$ cat config.mk
export PLATFORM = sky130hd
export DESIGN_NAME = i2c_slave_byte_ctrl
export DESIGN_NICKNAME = d
export VERILOG_FILES = /design/src/rtl/i2c_slave_byte_ctrl.sv
export SDC_FILE = /design/constraint.sdc
export NUM_CORES = 1
export LEC_CHECK = 0
export ABC_AREA = 1
export BUFFER_PORTS_ARGS = -buffer_cell sky130_fd_sc_hd__buf_2
export CAP_MARGIN = 20
export CORE_MARGIN = 5
export CORE_UTILIZATION = 55
export DETAILED_ROUTE_END_ITERATION = 16
export PLACE_DENSITY_LB_ADDON = 0.3
export SYNTH_ARGS = -nofsm -noshare
export SYNTH_HDL_FRONTEND = slang
export SYNTH_HIERARCHICAL = 1
export SYNTH_SLANG_ARGS = --single-unit
$ cat constraint.sdc
create_clock -name clk -period 2.3 [get_ports clk]
set_clock_uncertainty 0.1 [all_clocks]
set_input_delay 0.23 -clock clk [delete_from_list [all_inputs] [get_ports clk]]
set_output_delay 0.23 -clock clk [all_outputs]
set_load 0.03 [all_outputs]
$ cat src/rtl/i2c_slave_byte_ctrl.sv
// I2C target byte controller: pad filtering, START/STOP detect, 7-bit address match, RX/TX byte handshakes.
// Optional clock stretching on a late read byte is enabled by defining I2C_SLAVE_CLK_STRETCH_EN.

module i2c_slave_byte_ctrl_filt #(
  parameter int FILTER_LEN = 3
) (
  input  logic clk,
  input  logic rstnn,
  input  logic d,
  output logic q
);
  logic [1:0] sync;
  logic [3:0] cnt;

  always_ff @(posedge clk or negedge rstnn) begin
    if (!rstnn) begin
      sync <= 2'b11;
      q    <= 1'b1;
      cnt  <= 4'd0;
    end else begin
      sync <= {sync[0], d};
      if (sync[1] == q) cnt <= 4'd0;
      else if (cnt == 4'(FILTER_LEN - 1)) begin
        q   <= sync[1];
        cnt <= 4'd0;
      end else cnt <= cnt + 4'd1;
    end
  end
endmodule

module i2c_slave_byte_ctrl #(
  parameter int FILTER_LEN = 3,
  parameter int SDA_HOLD   = 4
) (
  input  logic       clk,
  input  logic       rstnn,
  input  logic       enable,
  input  logic [6:0] own_addr,
  input  logic       scl_pad_i,
  output logic       scl_pad_o,
  output logic       scl_padoen_o,
  input  logic       sda_pad_i,
  output logic       sda_pad_o,
  output logic       sda_padoen_o,
  output logic [7:0] rx_data,
  output logic       rx_valid,
  input  logic       rx_nack,
  output logic       tx_req,
  input  logic       tx_valid,
  input  logic [7:0] tx_data,
  output logic       busy,
  output logic       addressed,
  output logic       rw,
  output logic       start_det,
  output logic       stop_det,
  output logic       master_nack
);
  typedef enum logic [2:0] {S_IDLE, S_ADDR, S_ADDR_ACK, S_RX, S_RX_ACK, S_TX, S_TX_ACK, S_WAIT} state_t;

  logic [1:0] pad_raw, pad_flt;
  logic       scl_f, sda_f, scl_q, sda_q;
  logic       scl_rise, scl_fall, start_c, stop_c;
  state_t     state;
  logic [2:0] cnt;
  logic [6:0] sh;
  logic [7:0] sr;
  logic [7:0] hold;
  logic       nack_q;
`ifdef I2C_SLAVE_CLK_STRETCH_EN
  logic       stretch, scl_rel;
`endif

  assign pad_raw = {sda_pad_i, scl_pad_i};
  for (genvar i = 0; i < 2; i++) begin : g_flt
    i2c_slave_byte_ctrl_filt #(.FILTER_LEN(FILTER_LEN)) u_flt (
      .clk(clk), .rstnn(rstnn), .d(pad_raw[i]), .q(pad_flt[i]));
  end

  assign scl_f     = pad_flt[0];
  assign sda_f     = pad_flt[1];
  assign scl_rise  = scl_f & ~scl_q;
  assign scl_fall  = ~scl_f & scl_q;
  // scl must be high on both samples so a bit edge never masquerades as START/STOP
  assign start_c   = scl_f & scl_q & ~sda_f & sda_q;
  assign stop_c    = scl_f & scl_q & sda_f & ~sda_q;
  assign scl_pad_o = 1'b0;
  assign sda_pad_o = 1'b0;

  always_ff @(posedge clk or negedge rstnn) begin
    if (!rstnn) begin
      state <= S_IDLE; cnt <= 3'd0; sh <= 7'd0; sr <= 8'hFF; hold <= 8'd0; nack_q <= 1'b0;
      scl_q <= 1'b1; sda_q <= 1'b1; scl_padoen_o <= 1'b1; sda_padoen_o <= 1'b1;
      rx_data <= 8'd0; rx_valid <= 1'b0; tx_req <= 1'b0; busy <= 1'b0; addressed <= 1'b0;
      rw <= 1'b0; start_det <= 1'b0; stop_det <= 1'b0; master_nack <= 1'b0;
`ifdef I2C_SLAVE_CLK_STRETCH_EN
      stretch <= 1'b0; scl_rel <= 1'b0;
`endif
    end else begin
      scl_q <= scl_f; sda_q <= sda_f;
      rx_valid <= 1'b0; start_det <= 1'b0; stop_det <= 1'b0; master_nack <= 1'b0;
      if (scl_fall) hold <= 8'(SDA_HOLD);
      else if (hold != 8'd0) hold <= hold - 8'd1;

      if (!enable || start_c || stop_c) begin
        hold <= 8'd0; sda_padoen_o <= 1'b1; scl_padoen_o <= 1'b1;
        addressed <= 1'b0; tx_req <= 1'b0; cnt <= 3'd0;
`ifdef I2C_SLAVE_CLK_STRETCH_EN
        stretch <= 1'b0; scl_rel <= 1'b0;
`endif
        if (enable && start_c) begin
          start_det <= 1'b1; busy <= 1'b1; state <= S_ADDR;
        end else begin
          stop_det <= enable; busy <= 1'b0; state <= S_IDLE;
        end
      end else begin
        if (scl_rise) begin
          if (state == S_ADDR || state == S_RX || state == S_TX) begin
            cnt <= cnt + 3'd1;
            sh  <= {sh[5:0], sda_f};
          end
          case (state)
            S_ADDR: if (cnt == 3'd7) begin
              if (sh == own_addr && own_addr != 7'd0) begin
                rw <= sda_f; addressed <= 1'b1; state <= S_ADDR_ACK;
                if (sda_f) tx_req <= 1'b1;
              end else state <= S_WAIT;
            end
            S_ADDR_ACK: begin cnt <= 3'd0; state <= rw ? S_TX : S_RX; end
            S_RX: if (cnt == 3'd7) begin
              rx_data <= {sh, sda_f}; rx_valid <= 1'b1; nack_q <= rx_nack; state <= S_RX_ACK;
            end
            S_RX_ACK: begin cnt <= 3'd0; state <= S_RX; end
            S_TX: if (cnt == 3'd7) state <= S_TX_ACK;
            S_TX_ACK: begin
              cnt <= 3'd0;
              if (!sda_f) begin tx_req <= 1'b1; state <= S_TX; end
              else begin master_nack <= 1'b1; state <= S_WAIT; end
            end
            default: ;
          endcase
        end

        // SDA only moves at the hold point after a filtered SCL fall
        if (hold == 8'd1) begin
          case (state)
            S_ADDR_ACK: sda_padoen_o <= 1'b0;
            S_RX_ACK:   sda_padoen_o <= nack_q;
            S_TX: begin
`ifdef I2C_SLAVE_CLK_STRETCH_EN
              if (tx_req) begin
                scl_padoen_o <= 1'b0; stretch <= 1'b1;
              end else begin
                sda_padoen_o <= sr[7]; sr <= {sr[6:0], 1'b1};
                if (stretch) begin stretch <= 1'b0; scl_rel <= 1'b1; end
              end
`else
              sda_padoen_o <= sr[7]; sr <= {sr[6:0], 1'b1};
`endif
            end
            default: sda_padoen_o <= 1'b1;
          endcase
        end

`ifdef I2C_SLAVE_CLK_STRETCH_EN
        if (scl_rel) begin scl_padoen_o <= 1'b1; scl_rel <= 1'b0; end
`endif
        if (tx_valid && tx_req) begin
          sr <= tx_data; tx_req <= 1'b0;
`ifdef I2C_SLAVE_CLK_STRETCH_EN
          // restart the hold timer so the late byte gets a full SDA setup before SCL is released
          if (stretch || hold == 8'd1) hold <= 8'(SDA_HOLD);
`endif
        end
      end
    end
  end
endmodule

# Word level (Yosys, flattened, before mapping)
# Index checks and enable logic that the tools add are counted.
[op_classes]
n_eq_ne = 20
reduce_logical = 33
n_mux = 52
bitwise = 14
addsub = 4
[ops]
columns = ["operator", "count"]
rows = [
  ["8-bit 2-to-1 mux", 6],
  ["3-bit 2-to-1 mux", 11],
  ["1-bit 2-to-1 mux", 27],
  ["3-bit case mux with 6 select lines", 1],
  ["4-bit 2-to-1 mux", 4],
  ["2-bit nonzero test", 7],
  ["7-bit nonzero test", 2],
  ["3-bit == test (second input constant)", 4],
  ["4-bit by 2-bit inequality test with 1-bit output (second input constant)", 3],
  ["5-bit AND reduction", 2],
  ["3-bit by 2-bit inequality test with 1-bit output (second input constant)", 3],
  ["3-bit nonzero test", 3],
  ["4-bit by 1-bit adder with 4-bit output (second input constant)", 2],
  ["4-bit by 2-bit == test with 1-bit output (second input constant)", 2],
  ["8-bit by 1-bit == test with 1-bit output (second input constant)", 1],
  ["4-bit AND reduction", 2],
  ["8-bit nonzero test", 1],
  ["8-bit by 1-bit subtractor with 8-bit output (second input constant)", 1],
  ["1-bit bitwise AND", 7],
  ["7-bit == test", 1],
  ["1-bit inverter", 7],
  ["3-bit by 2-bit == test with 1-bit output (second input constant)", 2],
  ["2-bit AND reduction", 3],
  ["3-bit AND reduction", 2],
  ["other kinds (13)", 19],
]
[totals]
elab_cells = 147
in_bits = 22
output_inout_bits = 20
regBits = 63

# Longest topological paths before layout
# Gate-level depths: netlist of the first run.
[logic_depth]
depth_word = 8
depth_mapped = 11
ltp_nobuf = 11

# Hierarchy
# Netlist of the first run, hierarchy kept.
[by_module_without_submodules]
columns = ["module", "cells_per_inst", "seq_area_each_um2", "instances", "area_each_um2"]
rows = [
  ["i2c_slave_byte_ctrl", 323, 1239.9, 1, 2610.0],
  ["i2c_slave_byte_ctrl_filt (g_flt[0].u_flt)", 37, 178.9, 1, 312.8],
  ["i2c_slave_byte_ctrl_filt (g_flt[1].u_flt)", 31, 178.9, 1, 301.5],
]

# Least setup slack after synthesis of the first run
# No wires, ideal clock.
[synth_timing]
path_kind = "reg2reg"
start = "register g_flt[1].u_flt.q"
end = "register rx_data[1]"
path_buffers = 1
setup_ps = 121
synth_period_minus_slack_ps = 1719
t_required_ps = 2079
path_slack_ps = 581
arrival_time_ps = 1498
stages_incl_launch_ff = 9
cell_sequence = "dfstp_2 -> inv_2 -> nand2_1 -> nor2_2 -> nor2_8 -> nand2_4 -> nor3_4 -> buf_6 -> a21oi_2"
[synth_via]
elab_chain_cells = 7
elab_cells_between_ends = 9
cone_classes = "6 x bitwise; 3 x reduce/logical"
[synth_lines]
columns = ["element", "line_no", "text"]
rows = [
  ["start: declaration", "10", "output logic q"],
  ["start signal: assignment", "24", "q <= sync[1];"],
  ["1-bit inverter", "84", "assign start_c = scl_f & scl_q & ~sda_f & sda_q;"],
  ["1-bit bitwise AND (2 in a row)", "84", ""],
  ["1-bit logical OR", "104", "if (!enable || start_c || stop_c) begin"],
  ["1-bit logical OR *", "104", ""],
  ["1-bit inverter (no line) *", "--", ""],
  ["4-bit AND reduction (no line) *", "--", ""],
  ["end signal: assignment", "93", "rx_data <= 8'd0; rx_valid <= 1'b0; tx_req <= 1'b0; busy <= 1'b0; addressed <= 1'b0;"],
  ["end signal: assignment", "130", "rx_data <= {sh, sda_f}; rx_valid <= 1'b1; nack_q <= rx_nack; state <= S_RX_ACK;"],
  ["end: declaration", "45", "output logic [7:0] rx_data,"],
]
# Every way passes the cells marked *; elsewhere a longest branch is shown, timed or not.
# A chain may end at the register's enable or synchronous reset.

# Worst setup path in the final report of the first run
[layout_timing]
start = "register g_flt[1].u_flt.q"
end = "register rx_data[3]"
# Same word-level chain as after synthesis.

==> results.json, run 1 <==
{
  "intPower_mw": 2.547,
  "finalPower_mw": 4.081,
  "drv_cap": 0,
  "worst_path_largest_cell_delay_ns": 0.59,
  "gp_congestion": 0.9020,
  "max-slew-margin-rel_pct": 64.34,
  "synthArstFlopShare_pct": 100.0,
  "period_needed_ns": 1.912,
  "p_sw_mw": 1.534,
  "ys_ff_latch": 63,
  "die_w_um": 86.57,
  "fin_area_mm2": 0.003725,
  "grt_max_degree": 26,
  "totalWireLength_mm": 5.942,
  "cts_max_path_buffers": 2,
  "crit_type": "reg -> reg",
  "start_util_pct": 57.50,
  "antenna_cells": 0,
  "dp_hpwl_mm": 4.466,
  "synth_area_leader_cell": "dfrtp_1",
  "hp-start": "tx_data[4]",
  "swShare_pct": 37.60,
  "reg2reg_to": "rx_data[3]$_DFFE_PN0P_",
  "gr-usage-all-layers_pct": 17.87,
  "ant_nets": 0,
  "numCtsBuffers": 9,
  "cts.clk_slew.worst_paths_ns": 0.07,
  "synth_area_mm2": 0.003224,
  "cp.required_ns": 2.47,
  "placedCellCount": 496,
  "p_comb_share_pct": 33.2,
  "h-tree-depth": 3,
  "num_rows": 27,
  "outcome": "completed",
  "path_cells": "inv_2 -> nand2_1 -> nor2_2 -> nor2_8 -> nand2_4 -> nor3_4 -> buf_4 -> nor2_1 -> a21oi_2",
  "seq_area_frac_synth_pct": 49.55,
  "antenna_found_initial": 0,
  "num_vias": 2586,
  "core_area_mm2": 0.005608,
  "hold_path_class": "in -> reg",
  "drc": 0,
  "detail_route.wl_per_cell_um": 11.52,
  "ys_warn_count": 6,
  "fp.dieH_um": 86.57,
  "cp-end-kind": "register",
  "drtIter0Drc": 117,
  "ff2ff_setup_slack_ns": 0.39,
  "reg2reg_from": "g_flt[1].u_flt/q$_DFFE_PN1P_",
  "reg2regPathDepth": 9,
  "syn2layout_area_growth_pct": 15.52,
  "synth-main-ff-cell": "dfrtp_1",
  "seq_power_share_pct": 42.1,
  "holdBufCountCts": 4,
  "io_buffers": 38,
  "grt_pass1_wl_mm": 10.47,
  "period_share_pct": 83.15,
  "ctsRootBufferMaster": "clkbuf_8",
  "avgSynthCellArea_um2": 8.246,
  "grt_pass1_vias": 2460,
  "instances_no_fill": 516,
  "setup_viol": 0,
  "post_cts_buffers": 0,
  "vdd_drop_max_mv": 0.6138,
  "vias_per_cell": 5.012,
  "worstMarginPinSlew_ns": 0.5349,
  "clk_latency_ns": 0.34,
  "worst-path-max-fanout": 19,
  "cp.arrival_ns": 2.08,
  "yosys-top-cells-area": "dfrtp_1 (36%), dfstp_2 (14%), nand2_1 (11%)",
  "pwr-share-clk_pct": 24.7,
  "dr.pass1.iters": 4,
  "synth-edff-count": 0,
  "synth_cells": 391,
  "cpMaxStageDelayCell": "dfstp_2",
  "grt-ovfl-total": 0,
  "p_leak_nw": 1.925,
  "utilization_pct": 66.42,
  "min_delay_path_depth": 3,
  "die_area_mm2": 0.007494,
  "rsz0062_at_grt": "false",
  "placed_area_mm2": 0.003480,
  "synth_cell_types": 40,
  "max_freq_mhz": 522.9,
  "drive_gt1_share_pct": 22.52,
  "dp_slack_ns": 0.3951,
  "min_to": "sr[4]$_DFFE_PN1P_",
  "fin_tns_setup_ns": 0,
  "setup_slack_ns": 0.3876,
  "cts_tree": "done",
  "holdWs_ns": 0.02570,
  "nets": 468,
  "maxSlewViolCount": 0,
  "hold_violations": 0,
  "critPathLaunchType": "register",
  "pin_count": 42,
  "cts-resized-gates": 0,
  "power.density_mw_per_mm2": 1096,
  "netlist.area_leader.share_pct": 35.70,
  "cts_sinks": 63
}
layout by cell type, fill, tap and decap left out, types with 6 or more instances in the layout:
| master | count |
|---|---|
| ha_1 | 7 |
| nand2_1 | 95 |
| buf_2 | 38 |
| o21ai_0 | 21 |
| nor2_1 | 56 |
| inv_1 | 52 |
| clkbuf_8 | 9 |
| a31oi_1 | 7 |
| a21oi_2 | 8 |
| a21oi_1 | 6 |
| dfrtp_1 | 46 |
| dfstp_2 | 17 |
| nand3_1 | 21 |
worst max path at each step:
stage	startpoint	endpoint	depth (start not counted)
6_report	g_flt[1].u_flt/q$_DFFE_PN1P_	rx_data[3]$_DFFE_PN0P_	9
5_1_grt	g_flt[1].u_flt/q$_DFFE_PN1P_	rx_data[3]$_DFFE_PN0P_	9
3_3_place_gp	g_flt[1].u_flt/q$_DFFE_PN1P_	rx_data[6]$_DFFE_PN0P_	9
4_1_cts	g_flt[1].u_flt/q$_DFFE_PN1P_	rx_data[3]$_DFFE_PN0P_	9
3_5_place_dp	g_flt[1].u_flt/q$_DFFE_PN1P_	rx_data[3]$_DFFE_PN0P_	9
2_1_floorplan	g_flt[1].u_flt/q$_DFFE_PN1P_	rx_data[1]$_DFFE_PN0P_	8
flip-flops by register name, summed over array words and instances, names as in the netlist, 2 cells and up:
| register | flops |
|---|---|
| sr | 8 |
| g_flt.u_flt/q | 2 |
| g_flt.u_flt/cnt | 8 |
| rx_data | 8 |
| hold | 8 |
| state | 3 |
| g_flt.u_flt/sync | 4 |
| sh | 7 |
| cnt | 3 |
per-layer routing:
layer	global-route usage, %	part of all wire, %	up-vias
li1	-	-	1333
met1	21.46	46	1201
met2	29.49	48	42
met3	5.133	4.4	10
met4	8.499	2.1	0
met5	0	0	-
power groups by stage:
| stage | logic, mW | clock network [mW] | registers, mW |
|---|---|---|---|
| floorplan | 1.07 | 0 | 1.70 |
| global placement | 1.31 | 0 | 1.72 |
| detailed placement | 1.35 | 0 | 1.73 |
| CTS | 1.36 | 1.04 | 1.72 |
| global route | 1.57 | 1.08 | 1.76 |
| finish | 1.35 | 1.01 | 1.72 |
critical path, delay by kind of cell (launching register included):
family	cells	cell delay, ns
simple gates	6	0.68
flops	1	0.59
buf+inv	2	0.37
compound gates	1	0.10
final cells by class:
cell class / instances / area, um^2
clock buffer: 12 / 135.1
tap: 72 / 90.09
fill: 475 / 1883
timing repair buffer: 45 / 265.3
multi-input combinational: 266 / 1364
sequential: 63 / 1598
clock inverter: 4 / 70.07
inverter: 54 / 202.7
synthesized netlist by cell type (all sizes together) (4+ instances only):
master / n
dfrtp: 46
o21ai: 23
nor2: 62
nand4: 4
buf: 6
ha: 7
inv: 54
a31oi: 7
dfstp: 17
nand3: 24
nand2: 101
a21oi: 15
nor3: 7
kinds of logic (layout without fill, tap and decap cells):
logic type / count (synthesis) / after routing / share of synthesized area [%]
AO/OA/AOI/OAI: 52 / 52 / 10.36
XOR/XNOR: 4 / 4 / 1.087
adder cells (fa/ha/maj): 7 / 7 / 2.716
buffers and inverters: 63 / 115 / 8.265
flip-flops: 63 / 63 / 49.55
other: 2 / 3 / 0.2329
AND/OR/NAND/NOR: 200 / 200 / 27.78
Power figures use the tool's default switching activity.
==> run 2: changes to the inputs <==
--- a/config.mk
+++ b/config.mk
@@ -5,7 +5,7 @@
 export SDC_FILE = /design/constraint.sdc
 export NUM_CORES = 1
 export LEC_CHECK = 0
-export ABC_AREA = 1
+export ABC_AREA = 0
 export BUFFER_PORTS_ARGS = -buffer_cell sky130_fd_sc_hd__buf_2
 export CAP_MARGIN = 20
 export CORE_MARGIN = 5
==> constraint.sdc (replaced) <==
create_clock -name clk -period 2 [get_ports clk]
set_clock_uncertainty 0.1 [all_clocks]
set_input_delay 0.2 -clock clk [delete_from_list [all_inputs] [get_ports clk]]
set_output_delay 0.2 -clock clk [all_outputs]
set_load 0.03 [all_outputs]
==> run 2 against run 1 <==
Effect of this change:
- die area is 5.8% lower
- cell count is 26% lower
- fmax is 3.2% higher
- first-iteration DRC count is 12% higher
- combinational power hardly changed
- sequential power is 8% higher
- critical endpoint is now sr[7]$_DFFE_PN1P_
- largest cell class unchanged
- highest routed layer unchanged
==> results.json, run 2 <==
{
  "synth_area_mm2": 0.003013,
  "ys_ff_latch": 63,
  "cts_max_path_buffers": 2,
  "dp_hpwl_mm": 4.078,
  "netlist.area_leader.share_pct": 38.21,
  "drv_cap": 0,
  "detail_route.wl_per_cell_um": 15.39,
  "period_share_pct": 92.64,
  "min_delay_path_depth": 2,
  "p_leak_nw": 1.708,
  "synthArstFlopShare_pct": 100.0,
  "reg2regPathDepth": 6,
  "clk_latency_ns": 0.33,
  "synth_cells": 252,
  "start_util_pct": 55.74,
  "fp.dieH_um": 84.02,
  "yosysMostFrequentCell": "dfrtp_1",
  "synth-main-ff-cell": "dfrtp_1",
  "syn2layout_area_growth_pct": 20.27,
  "utilization_pct": 67.04,
  "grt_pass1_wl_mm": 10.15,
  "layout_common_cells": "dfrtp_1 (46), buf_2 (38), nor2_1 (18)",
  "gr-usage-all-layers_pct": 18.14,
  "period_needed_ns": 1.853,
  "maxSlewViolCount": 0,
  "power.density_mw_per_mm2": 1257,
  "worstMarginPinSlew_ns": 0.6798,
  "avgSynthCellArea_um2": 11.96,
  "drive_gt1_share_pct": 33.23,
  "ctsRootBufferMaster": "clkbuf_8",
  "hold_violations": 0,
  "synth_area_leader_cell": "dfrtp_1",
  "vdd_drop_max_mv": 0.8824,
  "antenna_cells": 0,
  "cts_sinks": 63,
  "ant_nets": 0,
  "die_area_mm2": 0.007059,
  "synth_common_cells": "dfrtp_1 (46), nor2_1 (18), dfstp_2 (17)",
  "synth-edff-count": 0,
  "totalWireLength_mm": 5.879,
  "holdWs_ns": 0.01040,
  "cts_tree": "done",
  "max_freq_mhz": 539.7,
  "placed_area_mm2": 0.003323,
  "layout_commonest_cell": "dfrtp_1",
  "dr.pass1.iters": 4,
  "critPathLaunchType": "register",
  "drc": 0,
  "cp.arrival_ns": 2.00,
  "yosys-top-cells-area": "dfrtp_1 (38%), dfstp_2 (15%), mux2_2 (4.5%)",
  "seq_area_frac_synth_pct": 53.03,
  "core_area_mm2": 0.005405,
  "synth_cell_types": 56,
  "outcome": "completed",
  "cts.clk_slew.worst_paths_ns": 0.07,
  "cp.required_ns": 2.15,
  "io_buffers": 38,
  "cp-end-kind": "register",
  "num_vias": 2110,
  "antenna_found_initial": 0,
  "grt_max_degree": 32,
  "vias_per_cell": 5.524,
  "crit_type": "reg -> reg",
  "fillers": 424,
  "gp_congestion": 0.8218,
  "hold_path_class": "in -> reg",
  "grt_pass1_vias": 2164,
  "max-slew-margin-rel_pct": 54.38,
  "nets": 334,
  "fin_area_mm2": 0.003623,
  "drtIter0Drc": 131,
  "worst-path-max-fanout": 8,
  "num_rows": 27,
  "pin_count": 42,
  "h-tree-depth": 3,
  "die_w_um": 84.02,
  "ys_warn_count": 6,
  "numCtsBuffers": 9,
  "finalPower_mw": 4.557,
  "grt-ovfl-total": 0,
  "setup_viol": 0
}
## run 2: final cells by class
cell class	instances	area [um^2]	area share, %
Sequential cell	63	1598	44.10
Clock inverter	5	105.1	2.901
Multi-Input combinational cell	175	1360	37.53
Inverter	5	18.77	0.5180
Clock buffer	11	141.4	3.902
Tap cell	72	90.09	2.486
Timing Repair Buffer	51	310.3	8.564
## run 2: cell families after synthesis
| group | after synthesis | share of synthesized area [%] |
|---|---|---|
| and+or+nand+nor | 75 | 15.41 |
| DFF | 63 | 53.03 |
| AOI/OAI and AO/OA | 49 | 12.13 |
| muxes | 23 | 8.638 |
| xor gates and xnor gates | 18 | 5.233 |
| buffers and inverters | 15 | 2.409 |
| adders and majority gates | 7 | 2.907 |
| other | 2 | 0.2493 |
## run 2: per-stage QoR
step / setup TNS, ns / std cells / worst slack (ns)
floorplan: 0 / 253 / 0.2829
global placement: 0 / 362 / 0.2072
detailed placement: 0 / 362 / 0.08754
CTS: 0 / 382 / 0.07943
global route: -0.03690 / 382 / -0.03690
finish: 0 / 382 / 0.1473
## run 2: worst paths after layout
check,from,end,slack [ns]
max reg2reg,hold[1]$_DFFE_PN0P_,sr[7]$_DFFE_PN1P_,0.15
max,hold[1]$_DFFE_PN0P_,sr[7]$_DFFE_PN1P_,0.15
min,tx_data[0],sr[0]$_DFFE_PN1P_,0.01
max in group asynchronous,rstnn,g_flt[1].u_flt/q$_DFFE_PN1P_,0.90
min in group asynchronous,rstnn,hold[3]$_DFFE_PN0P_,0.28
min reg2reg,g_flt[0].u_flt/sync[0]$_DFF_PN1_,g_flt[0].u_flt/sync[1]$_DFF_PN1_,0.26
## run 2: what timing repair did
| item | in CTS | in global routing |
|---|---|---|
| gates resized for setup | 0 | 2 |
| setup endpoints to repair | 0 | 8 |
| hold buffers | 4 | 0 |
| endpoints found under the hold margin | 22 | 0 |
| buffers inserted | 0 | 0 |
## run 2: critical path: stages (launching register included)
cell and delay (ns):
dfrtp_1 0.40, inv_1 0.10, ha_1 0.14, nor3b_1 0.33
nand3_1 0.21, a21oi_4 0.29, a2bb2oi_1 0.21
## run 2: metal layers
| metal | track usage (%) | vias to the layer above | part of all wire [%] |
|---|---|---|---|
| met5 | 0 | - | 0 |
| met4 | 8.480 | 0 | 1.6 |
| met3 | 4.047 | 9 | 2.9 |
| met2 | 28.71 | 29 | 49 |
| met1 | 23.68 | 1053 | 46 |
| li1 | - | 1019 | - |
## run 2: where the power goes
part	switching [mW]	internal [mW]	leakage (nW)
clock	0.482	0.862	0.116
combinational	0.698	0.652	0.782
sequential	0.290	1.57	0.810
total	1.47	3.09	1.71
